===== src/rtl/exp5_unidade_controle.sv =====
// exp5_unidade_controle: Moore control FSM for the memory game, with a play timeout in ESPERA.
module exp5_unidade_controle #(
  parameter int TIMEOUT_CICLOS = 5000
) (
  input  logic       clock,
  input  logic       reset,
  input  logic       iniciar,
  input  logic       jogada,
  input  logic       igual,
  input  logic       fimE,
  input  logic       fimL,
  output logic       zeraE,
  output logic       contaE,
  output logic       zeraL,
  output logic       contaL,
  output logic       zeraR,
  output logic       registraR,
  output logic       pronto,
  output logic       acertou,
  output logic       errou,
  output logic       timeout,
  output logic [3:0] db_estado
);
  localparam int TW = (TIMEOUT_CICLOS > 1) ? $clog2(TIMEOUT_CICLOS) : 1;
  localparam logic [TW-1:0] LIMITE = TW'(TIMEOUT_CICLOS - 1);
  typedef enum logic [3:0] {
    INICIAL     = 4'h0,
    PREPARA     = 4'h1,
    NOVA_RODADA = 4'h2,
    ESPERA      = 4'h3,
    REGISTRA    = 4'h4,
    COMPARA     = 4'h5,
    PROX_JOGADA = 4'h6,
    PROX_RODADA = 4'h7,
    FIM_ACERTO  = 4'hA,
    FIM_TIMEOUT = 4'hD,
    FIM_ERRO    = 4'hE
  } estado_t;
  estado_t r_estado, w_prox;
  logic [TW-1:0] r_timer;
  logic w_esgotado;
  assign w_esgotado = (r_timer == LIMITE);
  // Timer only runs while waiting for a play; any other state restarts it.
  always_ff @(posedge clock or negedge reset) begin
    if (!reset) begin
      r_estado <= INICIAL;
      r_timer  <= '0;
    end else begin
      r_estado <= w_prox;
      r_timer  <= (r_estado == ESPERA) ? r_timer + 1'b1 : '0;
    end
  end
  always_comb begin
    w_prox = INICIAL;
    case (r_estado)
      INICIAL:     w_prox = iniciar ? PREPARA : INICIAL;
      PREPARA:     w_prox = NOVA_RODADA;
      NOVA_RODADA: w_prox = ESPERA;
      ESPERA:      w_prox = jogada ? REGISTRA : (w_esgotado ? FIM_TIMEOUT : ESPERA);
      REGISTRA:    w_prox = COMPARA;
      COMPARA:     w_prox = !igual ? FIM_ERRO : (!fimE ? PROX_JOGADA : (fimL ? FIM_ACERTO : PROX_RODADA));
      PROX_JOGADA: w_prox = ESPERA;
      PROX_RODADA: w_prox = NOVA_RODADA;
      FIM_ACERTO:  w_prox = iniciar ? PREPARA : FIM_ACERTO;
      FIM_ERRO:    w_prox = iniciar ? PREPARA : FIM_ERRO;
      FIM_TIMEOUT: w_prox = iniciar ? PREPARA : FIM_TIMEOUT;
      default:     w_prox = INICIAL;
    endcase
  end
  assign zeraE     = (r_estado == PREPARA) || (r_estado == NOVA_RODADA);
  assign contaE    = (r_estado == PROX_JOGADA);
  assign zeraL     = (r_estado == PREPARA);
  assign contaL    = (r_estado == PROX_RODADA);
  assign zeraR     = (r_estado == PREPARA);
  assign registraR = (r_estado == REGISTRA);
  assign acertou   = (r_estado == FIM_ACERTO);
  assign errou     = (r_estado == FIM_ERRO);
  assign timeout   = (r_estado == FIM_TIMEOUT);
  assign pronto    = acertou || errou || timeout;
  assign db_estado = r_estado;
endmodule


===== config.mk =====
export PLATFORM = sky130hd
export DESIGN_NAME = exp5_unidade_controle
export DESIGN_NICKNAME = d
export VERILOG_FILES = /design/src/rtl/exp5_unidade_controle.sv
export SDC_FILE = /design/constraint.sdc
export NUM_CORES = 1
export LEC_CHECK = 0
export CAP_MARGIN = 40
export CORE_MARGIN = 4
export CORE_UTILIZATION = 54
export CTS_CLUSTER_DIAMETER = 150
export DETAILED_ROUTE_END_ITERATION = 10
export MAX_ROUTING_LAYER = met4
export PLACE_DENSITY = 0.9
export SLEW_MARGIN = 20
export SYNTH_ARGS = -nofsm -noshare
export SYNTH_HDL_FRONTEND = slang
export SYNTH_SLANG_ARGS = --single-unit

===== constraint.sdc =====
create_clock -name clock -period 2.7 [get_ports clock]
set_input_delay 0.27 -clock clock [delete_from_list [all_inputs] [get_ports clock]]
set_output_delay 0.27 -clock clock [all_outputs]
set_load 0.01 [all_outputs]

==> flow_summary.toml, run 1 <==
[run_status]
result_of_the_run = "complete, no violations"

[global_route]
grt_antenna_before_repair = 0
largest_net_degree_at_the_start_of_global_routing = 18
global_route_wire_length_before_repair_mm = 4.16
congestion_overflow_gr = 0
vias_in_the_first_global_route = 955
groute.usage.overall_pct = 21.0

[cts]
clkSlewWorstSetupHoldPaths_ns = 0.11
cts-htree-levels = 1
cts_resized = 0
numCtsBuffers = 3
numClockSinks = 17
worst_skew_pair.late_latency_ns = 0.30
cts.repair_timing.setup_buffer_count = 0
root_buffer = "sky130_fd_sc_hd__clkbuf_4"
ctsLongestPathBuffers = 2
cts_tree = "yes"
ctsHoldBuffers = 0

[logic_synthesis]
part_of_the_yosys_area_used_for_sequential_elements_pct = 39.8
synth_warnings = 0
async_flop_share_pct = 100
synth.top_cell.area_share_pct = 39.8
ys_ff_latch = 17
syn_inst = 118
mappedNetlistArea_um2 = 1070
area_leader_netlist = "sky130_fd_sc_hd__dfrtp_1"
syn_avg_cell_area_um2 = 9.06
synthTopCellsByArea = "sky130_fd_sc_hd__dfrtp_1 40%, sky130_fd_sc_hd__nor2_1 3.5%, sky130_fd_sc_hd__a21oi_1 3.3%, sky130_fd_sc_hd__nand2_1 3.2%, sky130_fd_sc_hd__xor2_1 2.5%"
synth_common_cells = "17 x sky130_fd_sc_hd__dfrtp_1, 10 x sky130_fd_sc_hd__nor2_1, 9 x sky130_fd_sc_hd__nand2_1"
synth_most_common_cell = "sky130_fd_sc_hd__dfrtp_1"
mappedNetlistNets = 126
number_of_enable_type_register_cells_in_the_synthesized_netlist = 0
netlist_cell_types = 44
synth_flop_cell = "sky130_fd_sc_hd__dfrtp_1"

[timing]
tightestPinTransition_ns = 0.740
clock.fmax_ghz = 0.453
finalSetupViolCount = 0
slew_headroom_pct = 50.5
totalNegativeSetupSlack_ns = 0
final_max_slew_viol_count = 0
clock_skew_ns = 0.0114
unrepaired_setup_endpoints_after_global_routing = "false"
timing.final.crit_period_ns = 2.21
post-route-period-util_pct = 81.7
hold_viol_final = 0

[routing]
final_antenna_net_count = 0
detail_route.wl_per_cell_um = 14.8
detailroute.via_count = 965
remaining_drc_errors = 0
viasPerCell = 5.99
routed_wl_mm = 2.38
drt_first_pass_iters = 4
detailedRoute.firstIterationViolations = 11

[critical_path]
worstPathMaxFanout = 17
timing.critical_path.arrival_ns = 1.94
setup.worst_path.end_class = "output port"
worst_case_register_to_register_setup_slack_ns = 1.02
rr_startpoint = "db_estado[1]"
critical_path_required_ns = 2.43
worstSetupStartpointType = "register"
crit_type = "reg2out"
worst_r2r_endpoint = "db_estado[3]"
rr_worst_depth = 2

[final_layout]
multi_input_comb_area_um2 = 593
area_growth_syn_to_layout_pct = 21.3
finish.cell_count_without_fillers = 161
diodes_inserted = 0
ff_latch_area_um2 = 425
finalInstanceArea_um2 = 1300
layout-drive-gt1-share_pct = 5.88
utilization_pct = 71.9
final_nets = 145
final.fill_count = 151

[min_path]
min_path_type = "in2async"

[die]
die_h_um = 52.5
floorplan.die.width_um = 52.5
rows = 15
start_util_pct = 59.3
design.die.area_um2 = 2750
ios = 21
core_region_area_um2 = 1800

[placed_design]
dp_hpwl_mm = 1.79
place_area_um2 = 1270
routabilityCongestion = 0.866
place.port_buffers = 20
placed_cells_incl_taps = 157

[flow_run]
max-cap-violations = 0

[power]
p_leak_nw = 0.502
post_route_total_power_uw = 971
power_density_nw_per_um2 = 749
power.ir.vdd_worst_mv = 0.686
## cell usage in the layout, fill, tap and decap left out, types with 2 or more instances in the layout
cell type | netlist | routed
sky130_fd_sc_hd__nor4_1 | 2 | 2
sky130_fd_sc_hd__and4bb_1 | 2 | 2
sky130_fd_sc_hd__a21oi_1 | 7 | 7
sky130_fd_sc_hd__and3b_1 | 2 | 2
sky130_fd_sc_hd__nand2_1 | 9 | 9
sky130_fd_sc_hd__nand4_1 | 2 | 2
sky130_fd_sc_hd__nor4bb_1 | 2 | 2
sky130_fd_sc_hd__clkdlybuf4s50_1 | 0 | 20
sky130_fd_sc_hd__xor2_1 | 3 | 3
sky130_fd_sc_hd__dfrtp_1 | 17 | 17
sky130_fd_sc_hd__or3_1 | 3 | 3
sky130_fd_sc_hd__nor2_1 | 10 | 10
sky130_fd_sc_hd__o21ai_0 | 5 | 5
sky130_fd_sc_hd__clkbuf_4 | 0 | 3
sky130_fd_sc_hd__o31ai_1 | 3 | 3
sky130_fd_sc_hd__nand3_1 | 5 | 5
sky130_fd_sc_hd__nor2b_1 | 2 | 2
sky130_fd_sc_hd__or4_1 | 3 | 3
sky130_fd_sc_hd__inv_1 | 4 | 4
sky130_fd_sc_hd__mux2i_1 | 2 | 2
sky130_fd_sc_hd__a211o_1 | 2 | 2
sky130_fd_sc_hd__nor3_1 | 3 | 3
sky130_fd_sc_hd__nand2b_1 | 4 | 4
## where the power goes
group | switching [mW] | total [mW] | leakage (nW) | internal [mW]
Combinational | 0.209 | 0.440 | 0.255 | 0.231
Clock | 0.0818 | 0.137 | 0.0177 | 0.0552
Sequential | 0.104 | 0.394 | 0.230 | 0.290
Total | 0.394 | 0.971 | 0.502 | 0.577
## per-layer routing
metal | routed length (µm) | part of all wire, % | global-route usage [%] | vias to the layer above
met5 | 0 | 0 | - | -
met4 | 39 | 1.6 | 8.51 | 0
met3 | 76 | 3.2 | 3.42 | 7
met2 | 1190 | 50 | 36.4 | 24
met1 | 1070 | 45 | 24.0 | 466
li1 | - | - | - | 468
## final cells by class
type / count / share of cell area [%]
clock buffer: 3 / 1.74
clock inverter: 1 / 0.386
inverter: 5 / 1.45
multi-input combinational: 90 / 45.8
sequential: 17 / 32.8
tap: 25 / 2.41
timing repair buffer: 20 / 15.4
## sequential cells by signal (all words and copies together) (netlist names)
signal / cells
r_timer: 13
db_estado: 4
## critical path, stage by stage, from the launching register on
cell and delay (ns):
sky130_fd_sc_hd__dfrtp_1 0.64, sky130_fd_sc_hd__xor2_1 0.23, sky130_fd_sc_hd__nor3b_1 0.21, sky130_fd_sc_hd__clkdlybuf4s50_1 0.57
## cell families (layout without fill, tap and decap cells)
kind of cell / count (synthesis) / after routing / synth area share, %
AND/OR/NAND/NOR: 58 / 58 / 34.2
multiplexers: 2 / 2 / 1.87
flip-flops: 17 / 17 / 39.8
AO/OA/AOI/OAI: 25 / 25 / 15.0
buffers and inverters: 11 / 29 / 4.68
adder cells (fa/ha/maj): 1 / 1 / 1.17
XOR/XNOR: 4 / 4 / 3.28
## worst max-delay path by stage
stage | start | end
finish | db_estado[1] | zeraE
global route | db_estado[1] | zeraE
CTS | db_estado[1] | zeraE
detailed placement | db_estado[1] | zeraE
global placement | db_estado[1] | zeraE
floorplan | db_estado[0] | zeraR
## through the flow
step / hold WS (ns) / setup WS (ns)
final: 0.398 / 0.494
after global routing: 0.442 / 0.332
after CTS: 0.433 / 0.500
after detailed placement: 0.487 / 0.826
after global placement: 0.477 / 0.901
after floorplan: -0.0256 / 1.11
(Power assumes the default switching activity.)
==> inputs of run 2 (changes only) <==
CORE_UTILIZATION = 50   (was 54)
PLACE_DENSITY = 0.85   (was 0.9)
clock period = 2.2 ns   (was 2.7 ns; I/O delays follow)
==> flow_summary.toml, run 2 (synthesis results as in run 1) <==
[run_status]
result_of_the_run = "complete, no violations"

[cts]
numCtsBuffers = 3
ctsLongestPathBuffers = 2
cts_resized = 0
root_buffer = "sky130_fd_sc_hd__clkbuf_4"
cts-htree-levels = 1
cts.repair_timing.setup_buffer_count = 0
ctsHoldBuffers = 0
cts_tree = "yes"
clkSlewWorstSetupHoldPaths_ns = 0.10
numClockSinks = 17
worst_skew_pair.late_latency_ns = 0.30

[final_layout]
layout-drive-gt1-share_pct = 7.30
most_frequent_cells_in_the_layout = "20 x sky130_fd_sc_hd__clkdlybuf4s50_1, 16 x sky130_fd_sc_hd__dfrtp_1, 10 x sky130_fd_sc_hd__nor2_1"
largest_register_ffs = 13
final.fill_count = 170
area_growth_syn_to_layout_pct = 22.4
final_nets = 146
most_common_cell_after_layout_fill_and_taps_aside = "sky130_fd_sc_hd__clkdlybuf4s50_1"
diodes_inserted = 0
largest-register = "r_timer"

[power]
power.ir.vdd_worst_mv = 0.704
p_leak_nw = 0.506
power_switching_uw = 498
p_sw_share_pct = 40.7
power_density_nw_per_um2 = 935
comb_power_share_pct = 46.5
clock_share_of_power_pct = 14.1
power_report.internal_total_uw = 724
seq_power_share_pct = 39.4

[critical_path]
critical_path_required_ns = 1.98
worstSetupStartpointType = "register"
setup.worst_path.end_class = "output port"
rr_startpoint = "r_timer[0]"
crit_type = "reg2out"
worstPathMaxFanout = 16
worst_case_register_to_register_setup_slack_ns = 0.60
rr_worst_depth = 4
timing.critical_path.arrival_ns = 1.89
worst_r2r_endpoint = "r_timer[12]"

[timing]
clock_skew_ns = 0.00531
post-route-period-util_pct = 96.0
layout_setup_ws_ns = 0.0889
timing.final.crit_period_ns = 2.11
unrepaired_setup_endpoints_after_global_routing = "false"
slew_headroom_pct = 50.6
totalNegativeSetupSlack_ns = 0
clock.fmax_ghz = 0.474
finalSetupViolCount = 0
final_max_slew_viol_count = 0
hold_viol_final = 0
tightestPinTransition_ns = 0.739

[global_route]
vias_in_the_first_global_route = 965
largest_net_degree_at_the_start_of_global_routing = 18
gr-max-usage-layer = "met2"
use_met2_pct = 35.1
global_route_wire_length_before_repair_mm = 4.31
groute.usage.overall_pct = 20.9
global_route.usage.met1_pct = 25.1
congestion_overflow_gr = 0
gr-usage-met3_pct = 3.27
grt_antenna_before_repair = 0

[min_path]
min_path_type = "in2async"

[flow_run]
max-cap-violations = 0

[routing]
detailroute.via_count = 1006
detailedRoute.firstIterationViolations = 24
routed_wl_mm = 2.44
remaining_drc_errors = 0
detail_route.wl_per_cell_um = 14.9
drt_first_pass_iters = 4
viasPerCell = 6.13
final_antenna_net_count = 0

[die]
design.die.area_um2 = 2940
ios = 21
floorplan.die.width_um = 54.2
start_util_pct = 53.4
core_region_area_um2 = 2000
die_h_um = 54.2
rows = 16

[placed_design]
dp_hpwl_mm = 1.83
pre_cts_setup_slack_ns = 0.389
place.port_buffers = 20
routabilityCongestion = 0.886
-- run 2: final cells by class --
cell class              instances  area, µm²  share of cell area [%]
multi-input cells              90        593                    45.4
flip-flops and latches         17        427                    32.6
repair buffers                 21        208                    15.9
well taps                      27       33.8                    2.58
clock buffers                   3       22.5                    1.72
inverters                       5       18.8                    1.44
clock inverters                 1       5.00                   0.383
-- run 2: worst max-delay path, stage by stage, from the launching register on --
cell and delay [ns]:
sky130_fd_sc_hd__dfrtp_1 0.54, sky130_fd_sc_hd__nand2b_1 0.29, sky130_fd_sc_hd__nor3_1 0.19, sky130_fd_sc_hd__clkdlybuf4s50_1 0.57
-- run 2: through the flow --
step	utilization, %	std cells	cell area, µm²	hold slack [ns]	total power, mW
floorplan	-	118	1070	-0.0756	0.813
global placement	63.9	160	1280	0.483	1.02
detailed placement	63.9	160	1280	0.494	1.06
CTS	65.3	164	1310	0.389	1.22
global route	65.3	164	1310	0.386	1.31
finish	65.3	164	1310	0.345	1.22
-- run 2: how the worst max path moves through the flow --
stage                  from   endpoint  slack (ns)  cells past startpoint
6_report       db_estado[3]  registraR        0.09                      3
5_1_grt        db_estado[0]      zeraE      0.0003                      3
4_1_cts        db_estado[1]     pronto        0.05                      3
3_5_place_dp   db_estado[1]      zeraE        0.39                      3
3_3_place_gp   db_estado[1]      zeraE        0.44                      3
2_1_floorplan  db_estado[0]      zeraR        0.66                      4
-- run 2: per-layer routing --
metal | up-vias | share of wire (%) | wire length (µm)
li1 | 472 | - | -
met1 | 515 | 42 | 1030
met2 | 14 | 54 | 1310
met3 | 5 | 2.7 | 65
met4 | 0 | 1.6 | 39
met5 | - | 0 | 0
-- run 2: power by group through the flow --
| stage | combinational (mW) | clock [mW] | sequential, mW |
|---|---|---|---|
| after floorplan | 0.395 | 0 | 0.418 |
| after global placement | 0.549 | 0 | 0.476 |
| after detailed placement | 0.570 | 0 | 0.485 |
| after CTS | 0.572 | 0.173 | 0.478 |
| after global routing | 0.622 | 0.190 | 0.496 |
| final | 0.568 | 0.172 | 0.482 |
